### src/rtl/tile_rom_sched.sv
// tile_rom_sched: arbitrates the single 32-bit tile ROM port between the tilemap
// fetch path (strict priority, per-fetch deadline) and CPU RMRD readback
// (bounded wait).  Returned words are registered toward the tile shifter / CPU.
// Optional feature macro: TILE_ROM_SCHED_STATS_EN adds the late_cnt statistic
// (saturating count of late fetches plus overwritten pending fetches).
module tile_rom_sched #(
    parameter int CPU_MAX_WAIT = 3,
    parameter int DEADLINE     = 4
) (
    input  logic        clk_24M,
    input  logic        nRES,
    input  logic        vid_strobe,
    input  logic [17:0] vid_addr,
    output logic [31:0] vid_data,
    output logic        vid_valid,
    output logic        vid_late,
    input  logic        cpu_req,
    input  logic [17:0] cpu_addr,
    output logic [31:0] cpu_data,
    output logic        cpu_ack,
    output logic        mem_req,
    output logic [17:0] mem_addr,
    input  logic        mem_ack,
    input  logic [31:0] mem_dout
`ifdef TILE_ROM_SCHED_STATS_EN
    ,
    output logic [7:0]  late_cnt
`endif
);

    localparam int WAIT_W = (CPU_MAX_WAIT < 1) ? 1 : $clog2(CPU_MAX_WAIT + 1);
    localparam int DL_W   = (DEADLINE < 1) ? 1 : $clog2(DEADLINE + 1);
    localparam logic [WAIT_W-1:0] WAIT_MAX = WAIT_W'(CPU_MAX_WAIT);
    localparam logic [DL_W-1:0]   DL_INIT  = DL_W'(DEADLINE);
    localparam logic [DL_W-1:0]   DL_ONE   = DL_W'(1);

    typedef enum logic [1:0] {
        IDLE = 2'd0,
        VID  = 2'd1,
        CPU  = 2'd2
    } state_t;

    state_t              state_q, state_d;
    logic                pend_vld;
    logic [17:0]         pend_addr;
    logic [WAIT_W-1:0]   wait_cnt;
    logic                cpu_blk;
    logic [DL_W-1:0]     dl_cnt;
    logic                dl_act;

    logic                cpu_ok;
    logic                vid_avail;
    logic [17:0]         vid_next;
    logic                go_vid, go_cpu, vid_done, cpu_done;
    logic                overwrite, late_evt;

    // A CPU request is serviceable only after cpu_req has dropped since its last issue;
    // a strobe in the same cycle as IDLE arbitration is eligible immediately.
    assign cpu_ok    = cpu_req & ~cpu_blk;
    assign vid_avail = pend_vld | vid_strobe;
    assign vid_next  = vid_strobe ? vid_addr : pend_addr;
    assign overwrite = vid_strobe & pend_vld;
    // The counter tracks the newest fetch; an ack for an older in-flight fetch does not stop it.
    assign late_evt  = dl_act & (dl_cnt == DL_ONE) & ~vid_strobe & ~(vid_done & ~pend_vld);
    assign mem_req   = (state_q != IDLE);

    // FSM state register
    always_ff @(posedge clk_24M or negedge nRES) begin
        if (!nRES) state_q <= IDLE;
        else       state_q <= state_d;
    end

    // Next-state and arbitration: video wins unless the CPU has waited CPU_MAX_WAIT grants
    always_comb begin
        state_d  = state_q;
        go_vid   = 1'b0;
        go_cpu   = 1'b0;
        vid_done = 1'b0;
        cpu_done = 1'b0;
        case (state_q)
            IDLE: begin
                if (vid_avail && ((wait_cnt < WAIT_MAX) || !cpu_ok)) begin
                    go_vid  = 1'b1;
                    state_d = VID;
                end else if (cpu_ok) begin
                    go_cpu  = 1'b1;
                    state_d = CPU;
                end
            end
            VID: begin
                if (mem_ack) begin
                    vid_done = 1'b1;
                    state_d  = IDLE;
                end
            end
            CPU: begin
                if (mem_ack) begin
                    cpu_done = 1'b1;
                    state_d  = IDLE;
                end
            end
            default: state_d = IDLE;
        endcase
    end

    // Issue address, held until the transaction completes
    always_ff @(posedge clk_24M or negedge nRES) begin
        if (!nRES)       mem_addr <= '0;
        else if (go_vid) mem_addr <= vid_next;
        else if (go_cpu) mem_addr <= cpu_addr;
    end

    // 1-deep video pending register; a later strobe replaces an unissued address
    always_ff @(posedge clk_24M or negedge nRES) begin
        if (!nRES) begin
            pend_vld  <= 1'b0;
            pend_addr <= '0;
        end else if (vid_strobe && !go_vid) begin
            pend_vld  <= 1'b1;
            pend_addr <= vid_addr;
        end else if (go_vid) begin
            pend_vld  <= 1'b0;
        end
    end

    // CPU starvation bookkeeping: grants counted against a waiting request, one issue per cpu_req rise
    always_ff @(posedge clk_24M or negedge nRES) begin
        if (!nRES) begin
            wait_cnt <= '0;
            cpu_blk  <= 1'b0;
        end else begin
            if (!cpu_ok || go_cpu)                  wait_cnt <= '0;
            else if (go_vid && wait_cnt != WAIT_MAX) wait_cnt <= wait_cnt + 1'b1;
            if (!cpu_req)    cpu_blk <= 1'b0;
            else if (go_cpu) cpu_blk <= 1'b1;
        end
    end

    // Deadline counter for the newest video fetch, restarted by every strobe
    always_ff @(posedge clk_24M or negedge nRES) begin
        if (!nRES) begin
            dl_act <= 1'b0;
            dl_cnt <= '0;
        end else if (vid_strobe) begin
            dl_act <= 1'b1;
            dl_cnt <= DL_INIT;
        end else if (vid_done && !pend_vld) begin
            dl_act <= 1'b0;
        end else if (dl_act && dl_cnt != '0) begin
            dl_cnt <= dl_cnt - 1'b1;
        end
    end

    // Returned data and status pulses; late data is still delivered
    always_ff @(posedge clk_24M or negedge nRES) begin
        if (!nRES) begin
            vid_data  <= '0;
            vid_valid <= 1'b0;
            vid_late  <= 1'b0;
            cpu_data  <= '0;
            cpu_ack   <= 1'b0;
        end else begin
            vid_valid <= vid_done;
            vid_late  <= late_evt;
            cpu_ack   <= cpu_done;
            if (vid_done) vid_data <= mem_dout;
            if (cpu_done) cpu_data <= mem_dout;
        end
    end

`ifdef TILE_ROM_SCHED_STATS_EN
    // Saturating count of late fetches and overwritten pending fetches
    always_ff @(posedge clk_24M or negedge nRES) begin
        if (!nRES)                                          late_cnt <= '0;
        else if ((late_evt || overwrite) && late_cnt != 8'hFF) late_cnt <= late_cnt + 8'd1;
    end
`endif

endmodule

### config.mk
export PLATFORM = sky130hd
export DESIGN_NAME = tile_rom_sched
export DESIGN_NICKNAME = d
export VERILOG_FILES = /design/src/rtl/tile_rom_sched.sv
export SDC_FILE = /design/constraint.sdc
export NUM_CORES = 1
export LEC_CHECK = 0
export ABC_AREA = 0
export CAP_MARGIN = 20
export CORE_MARGIN = 8
export CORE_UTILIZATION = 43
export CTS_BUF_LIST = sky130_fd_sc_hd__clkbuf_4 sky130_fd_sc_hd__clkbuf_8
export DETAILED_ROUTE_END_ITERATION = 6
export PLACE_DENSITY = 0.79
export SYNTH_ARGS = -nofsm -noshare
export SYNTH_HDL_FRONTEND = slang
export SYNTH_SLANG_ARGS = --single-unit
### constraint.sdc
create_clock -name clk_24M -period 1.8 [get_ports clk_24M]
set_clock_uncertainty 0.15 [all_clocks]
set_input_delay 0.18 -clock clk_24M [delete_from_list [all_inputs] [get_ports clk_24M]]
set_output_delay 0.18 -clock clk_24M [all_outputs]
set_load 0.02 [all_outputs]
==> impl_results.md, run 1 <==
* Status: complete, no violations
* HP Class: primary input to asynchronous set/reset pin
* P&R area growth vs syn at 51.4%
* Crit-path max cell delay at 0.37 ns
* Drt initial violations at 212
* RD Place Congestion at 0.771
* Period utilization at 98.8%
* Yosys warnings at 0
* Clock sink count at 113
* Final min period at 1.78 ns
* Worst VDD drop at 0.931 mV
* Top delay family on crit path: buffers and inverters
* Maximum clock path buffer count at 2
* Power Internal at 9.01 mW
* Rel. slew slack at 58.1%
* Synth Cell Area at 4760 um^2
* Via density at 4.96
* Combinational power share at 49.3%
* Antenna Cells at 0
* Final Instance Area at 7200 um^2
* Worst-skew pair later-pin latency at 0.41 ns
* Leak at 3.22 nW
* Sequential fraction of the synthesis area at 59.4%
* Largest net degree at the start of global routing at 114
* CP Cell Sequence: inv_2 > ha_4 > buf_4 > a21boi_4 > buf_12 > mux2_2
* # rows at 38
* Post-synth ARST share at 100%
* Unrepaired setup endpoints after global routing: true
* Yosys top cell by area: dfrtp_1
* Post-synth cell types at 31
* Ports at 159
* Clk pwr share at 18.3%
* Worst slack, placed at -0.130 ns
* #FFs+latches synth at 113
* Final Power at 13.8 mW
* Htree depth at 4
* Met3 Use GR at 6.75%
* EDFF count, synth at 0
* Worst r2r src: state_q[1]
* Worst Path Max Fanout at 12
* # port buffers at 158
* Final hold viol count at 0
* Crit end category: flop
* Top cell type's share of synthesized area at 59.4%
* Slew @ Worst Pin at 0.629 ns
* Worst Path Required at 1.95 ns
* Synth cell count leaders: dfrtp_1, mux2_2, nand2_1
* DPL Wire Length at 8620 um
* Grt ovf at 0
* Via count at 3345
* Chip height at 121 um
* M2 GR Usage at 24.9%
* Setup ws final at 0.0214 ns
* PD cells at 1920 nW/um^2
* Sequential power share at 32.4%
* Fin. max-slew vios at 0
* Critical path arrival at 1.93 ns
* DRC Markers at 0
* Setup CP Type: flop to flop
* Layout cells sized above 1 at 32.7%
* CTS tree: done
* First-pass GRT wire length at 18600 um
* Most common cell in the synthesized netlist: dfrtp_1
* Critical path origin: state_q[1]
* Final hold slack at 0.206 ns
* Final-report setup violation count at 0
* Net Count, Synth at 413
* Tot GR Track Use at 16.1%
* WL/cell at 17.7 um
* Initial antenna violation count at 0
* Routed wire length at 11900 um
* Clk slew on worst S/H paths at 0.07 ns
* Setup crit start kind: flop
* Die X at 121 um
* DIE AREA at 14700 um^2
* Max_cap viols at 0
* Total Nets Final at 602
* CTS root buf: clkbuf_8
* DP Area at 6630 um^2
* Main synth FF type: dfrtp_1
* Syn Inst Count at 333
* Starting density of the core at 43.9%
* Busiest grt layer: met2
* Syn_area_per_cell at 14.3 um^2
* Antenna viol nets, final at 0
* Reg2reg setup slack at 0.02 ns
* CP max-delay cell: dfrtp_1
* NetSw at 4.80 mW
* Largest cells by area after synthesis: dfrtp_1, mux2_2, mux2i_1
* Max frequency at 562 MHz
* Met1 usage at 19.6%
* Switch share at 34.7%
* TritonCTS Buffers at 17
* 1st-pass router iterations at 4
* Core area at 10800 um^2
* Worst Path Buf+Inv at 3
* Vias in the first global route at 3623
## registers in the layout, indices dropped and copies added, names as in the netlist
name / flops
cpu_data: 32
vid_data: 32
mem_addr: 18
pend_addr: 18
dl_cnt: 3
state_q: 2
wait_cnt: 2
cpu_ack: 1
cpu_blk: 1
dl_act: 1
pend_vld: 1
vid_late: 1
vid_valid: 1
## tightest hold or removal path, delay by kind of cell
family / cells / cell delay (ns)
buf+inv: 3 / 1.05
## cells by family after synthesis
group | share of synthesized area (%)
xor gates and xnor gates | 0.184
and+or+nand+nor | 3.84
buffers and inverters | 2.87
adders and majority gates | 1.84
DFF | 59.4
AOI/OAI and AO/OA | 3.92
muxes | 27.9
## layout make-up
class,count,area [um^2]
tap,140,175
clock buffer,23,304
sequential,113,2830
clock inverter,9,129
multi-input combinational,195,1850
fill,799,3640
inverter,9,38.8
timing repair buffer,186,1880
## metal layers
| metal | vias to the layer above | wire length (um) |
|---|---|---|
| li1 | 1547 | - |
| met1 | 1641 | 5210 |
| met2 | 142 | 5240 |
| met3 | 15 | 1290 |
| met4 | 0 | 174 |
| met5 | - | 0 |
## power by group through the flow
stage / combinational (mW) / clock [mW] / sequential (mW)
global route: 7.25 / 2.72 / 4.62
global placement: 6.47 / 0 / 4.46
detailed placement: 6.64 / 0 / 4.51
finish: 6.81 / 2.53 / 4.48
CTS: 6.72 / 2.59 / 4.48
floorplan: 2.57 / 0 / 5.55
## layout by cell type (no fill, tap or decap), types with 6 or more instances in the layout
| cell type | count |
|---|---|
| nand2_1 | 21 |
| clkdlybuf4s50_1 | 150 |
| nor2_1 | 6 |
| mux2_2 | 93 |
| inv_1 | 6 |
| o21ai_1 | 14 |
| buf_4 | 19 |
| clkbuf_8 | 21 |
| mux2i_1 | 19 |
| dfrtp_1 | 113 |
| mux2_4 | 8 |
| dlymetal6s2s_1 | 6 |
## repair_timing
action                                 in CTS  in global routing
gates resized for setup                    10                 18
gates cloned                                0                  0
endpoints found under the hold margin     113                  0
setup endpoints to repair                  16                 65
pin swaps                                   2                  6
buffers inserted                            2                  5
hold buffers                                1                  0
## final timing paths
check                           cells after the start             to
worst max-delay path                                6  pend_addr[16]
worst min-delay path                                3   vid_data[11]
worst max register to register                      6  pend_addr[16]
worst min register to register                      1       vid_late
max in group asynchronous                           3   vid_data[28]
min in group clk_24M                                3   mem_addr[15]
## through the flow
stage	util (%)	TNS [ns]	std cells
after global routing	66.4	-0.447	675
final	66.4	0	675
after global placement	61.2	-1.02	635
after CTS	65.6	0	670
after floorplan	-	0	333
after detailed placement	61.2	-2.46	635
Power figures use the tool's default switching activity.
==> run 2, diff against run 1 <==
- SKIP_LAST_GASP: default -> 1
==> run 2 against run 1 <==
Utilization decreased by 0.28 points. Setup slack better by 0.0046 ns. Clock power about the same. Die area unchanged. Flip-flop and latch count stayed put. Sequential power barely moved. Register-to-register slack is essentially flat. Non-clock buffer count did not move. Global-route usage did not move.
==> impl_results.md, run 2 (synthesized netlist as in run 1, its figures left out) <==
* Status: complete, no violations
* Rel. slew slack at 60.7% (+2.6 points)
* Final Util at 66.1% (-0.28 points)
* Leak at 3.19 nW (-0.91%)
* Worst Path Max Fanout at 12 (unchanged)
* Starting density of the core at 43.9% (unchanged)
* Fin. max-slew vios at 0 (unchanged)
* Layout cells sized above 1 at 32.7% (unchanged)
* Reg2reg setup slack at 0.03 ns (about the same)
* Maximum clock path buffer count at 2 (unchanged)
* Slew @ Worst Pin at 0.590 ns (-0.0387 ns)
* Clock sink count at 113 (unchanged)
* Max_cap viols at 0 (unchanged)
* Worst Path Required at 1.95 ns (about the same)
* WL/cell at 17.5 um (-0.76%)
* Htree depth at 4 (unchanged)
* Worst-skew pair later-pin latency at 0.41 ns (about the same)
* Largest net degree at the start of global routing at 114 (unchanged)
* Final hold viol count at 0 (unchanged)
* CP max-delay cell: dfrtp_1
* Routed wire length at 11800 um (-0.76%)
* TritonCTS Buffers at 17 (unchanged)
* Most frequent cells in the layout: clkdlybuf4s50_1, dfrtp_1, mux2_2
* Via count at 3336 (-0.27%)
* CTS tree: done
* # port buffers at 158 (unchanged)
* Die X at 121 um (unchanged)
* Hold-critical path depth at 3
* HP Class: primary input to flop
* Final min period at 1.77 ns (-0.00465 ns)
* P&R area growth vs syn at 50.7%
* PD cells at 1910 nW/um^2 (-0.21%)
* Ports at 159 (unchanged)
* Biggest regs: cpu_data (32), vid_data (32)
* Setup crit start kind: flop
* Core area at 10800 um^2 (unchanged)
* Vias in the first global route at 3623 (unchanged)
* Crit-path max cell delay at 0.37 ns (about the same)
* Non-Filler Instances at 675 (unchanged)
* Worst r2r src: state_q[1]
* Routed wl met2 at 5200 um (-0.82%)
* Clk slew on worst S/H paths at 0.07 ns (about the same)
* Via density at 4.94 (-0.27%)
* Unrepaired setup endpoints after global routing: true
* RD Place Congestion at 0.771 (unchanged)
* Final-report setup violation count at 0 (unchanged)
* Worst VDD drop at 0.926 mV (-0.54%)
* 1st-pass router iterations at 4 (unchanged)
* Crit end category: flop
* Hold_sp: cpu_addr[15]
* Setup ws final at 0.0260 ns (+0.00465 ns)
* Setup CP Type: flop to flop
* # rows at 38 (unchanged)
* CTS root buf: clkbuf_8
* Worst Hold End: mem_addr[15]
* Initial antenna violation count at 0 (unchanged)
* Commonest non-fill, non-tap cell in the layout: clkdlybuf4s50_1
* Metal1 wirelength at 5100 um (-2.2%)
* Period utilization at 98.6% (-0.26 points)
* Worst slack, placed at -0.130 ns (unchanged)
* Critical path origin: state_q[1]
* CP Cell Sequence: inv_2 > ha_4 > buf_4 > a21boi_4 > buf_12 > mux2_2
* Top layer used by detailed routing: met4
* DRC Markers at 0 (unchanged)
* Drt initial violations at 215 (+1.4%)
* Critical path arrival at 1.93 ns (about the same)
* DIE AREA at 14700 um^2 (unchanged)
* Antenna viol nets, final at 0 (unchanged)
* Grt ovf at 0 (unchanged)
* Routed wl met3 at 1360 um (+5.4%)
* Total Nets Final at 602 (unchanged)
* Placed cell count at 635 (unchanged)
* Antenna Cells at 0 (unchanged)
* Chip height at 121 um (unchanged)
* Max frequency at 564 MHz (+0.26%)
* DPL Wire Length at 8620 um (unchanged)
* Tot GR Track Use at 16.1% (unchanged)
* Worst Reg-to-Reg Cells at 6 (unchanged)
* First-pass GRT wire length at 18600 um (unchanged)
* Reg2reg end: pend_addr[5]
-- run 2: cell counts in the layout (fill, tap and decap cells not counted) --
No cell type changed its count.
-- run 2: final cells by class --
cell class,instances,area [um^2]
multi-input combinational,195,1820
clock inverter,9,129
sequential,113,2830
inverter,9,38.8
clock buffer,23,304
timing repair buffer,186,1880
tap,140,175
fill,799,3670
-- run 2: per-stage QoR --
| stage | power [mW] | TNS (ns) | cell area (um^2) | hold slack (ns) |
|---|---|---|---|---|
| after CTS | 13.8 | 0 | 7110 | 0.218 |
| after floorplan | 8.11 | 0 | 4770 | -0.266 |
| final | 13.7 | 0 | 7170 | 0.235 |
| after global placement | 10.9 | -1.02 | 6630 | 0.156 |
| after detailed placement | 11.2 | -2.46 | 6630 | 0.162 |
| after global routing | 14.5 | -0.470 | 7170 | 0.234 |
-- run 2: timing repair --
item	in CTS	in global routing
hold buffers	1	0
endpoints found under the setup margin	16	65
setup buffers	2	5
endpoints found under the hold margin	113	0
pin swaps	2	6
gates resized for setup	10	10
-- run 2: worst max-delay path, delay by kind of cell, from the launching register on --
family                   cells  cell delay (ns)
adder cells (fa/ha/maj)      1             0.18
buffers and inverters        3             0.38
flip-flops                   1             0.37
AO/OA/AOI/OAI                1             0.23
multiplexers                 1             0.34
-- run 2: worst max-delay path by stage --
stage	to	slack, ns	cells after the start
after floorplan	mem_addr[7]	0.001	7
after global placement	mem_addr[7]	-0.07	6
after detailed placement	mem_addr[16]	-0.13	6
after CTS	mem_addr[16]	0.005	6
after global routing	mem_addr[8]	-0.07	6
final	pend_addr[5]	0.03	6
-- run 2: where the power goes --
part | switching [mW] | internal, mW | total [mW]
Sequential | 0.673 | 3.80 | 4.47
Combinational | 3.12 | 3.61 | 6.73
Clock | 0.985 | 1.54 | 2.53
Total | 4.77 | 8.95 | 13.7
-- run 2: per-layer routing --
layer | track usage [%] | vias up
met5 | 0 | -
met4 | 6.55 | 0
met3 | 6.75 | 15
met2 | 24.9 | 141
met1 | 19.6 | 1633
li1 | - | 1547
==> run 3, diff against run 2 <==
- CTS_CLUSTER_DIAMETER: default -> 30
- TNS_END_PERCENT: default -> 100
==> results of run 3 <==
Same layout as run 2: the final DEF is identical, and so are final timing and power.
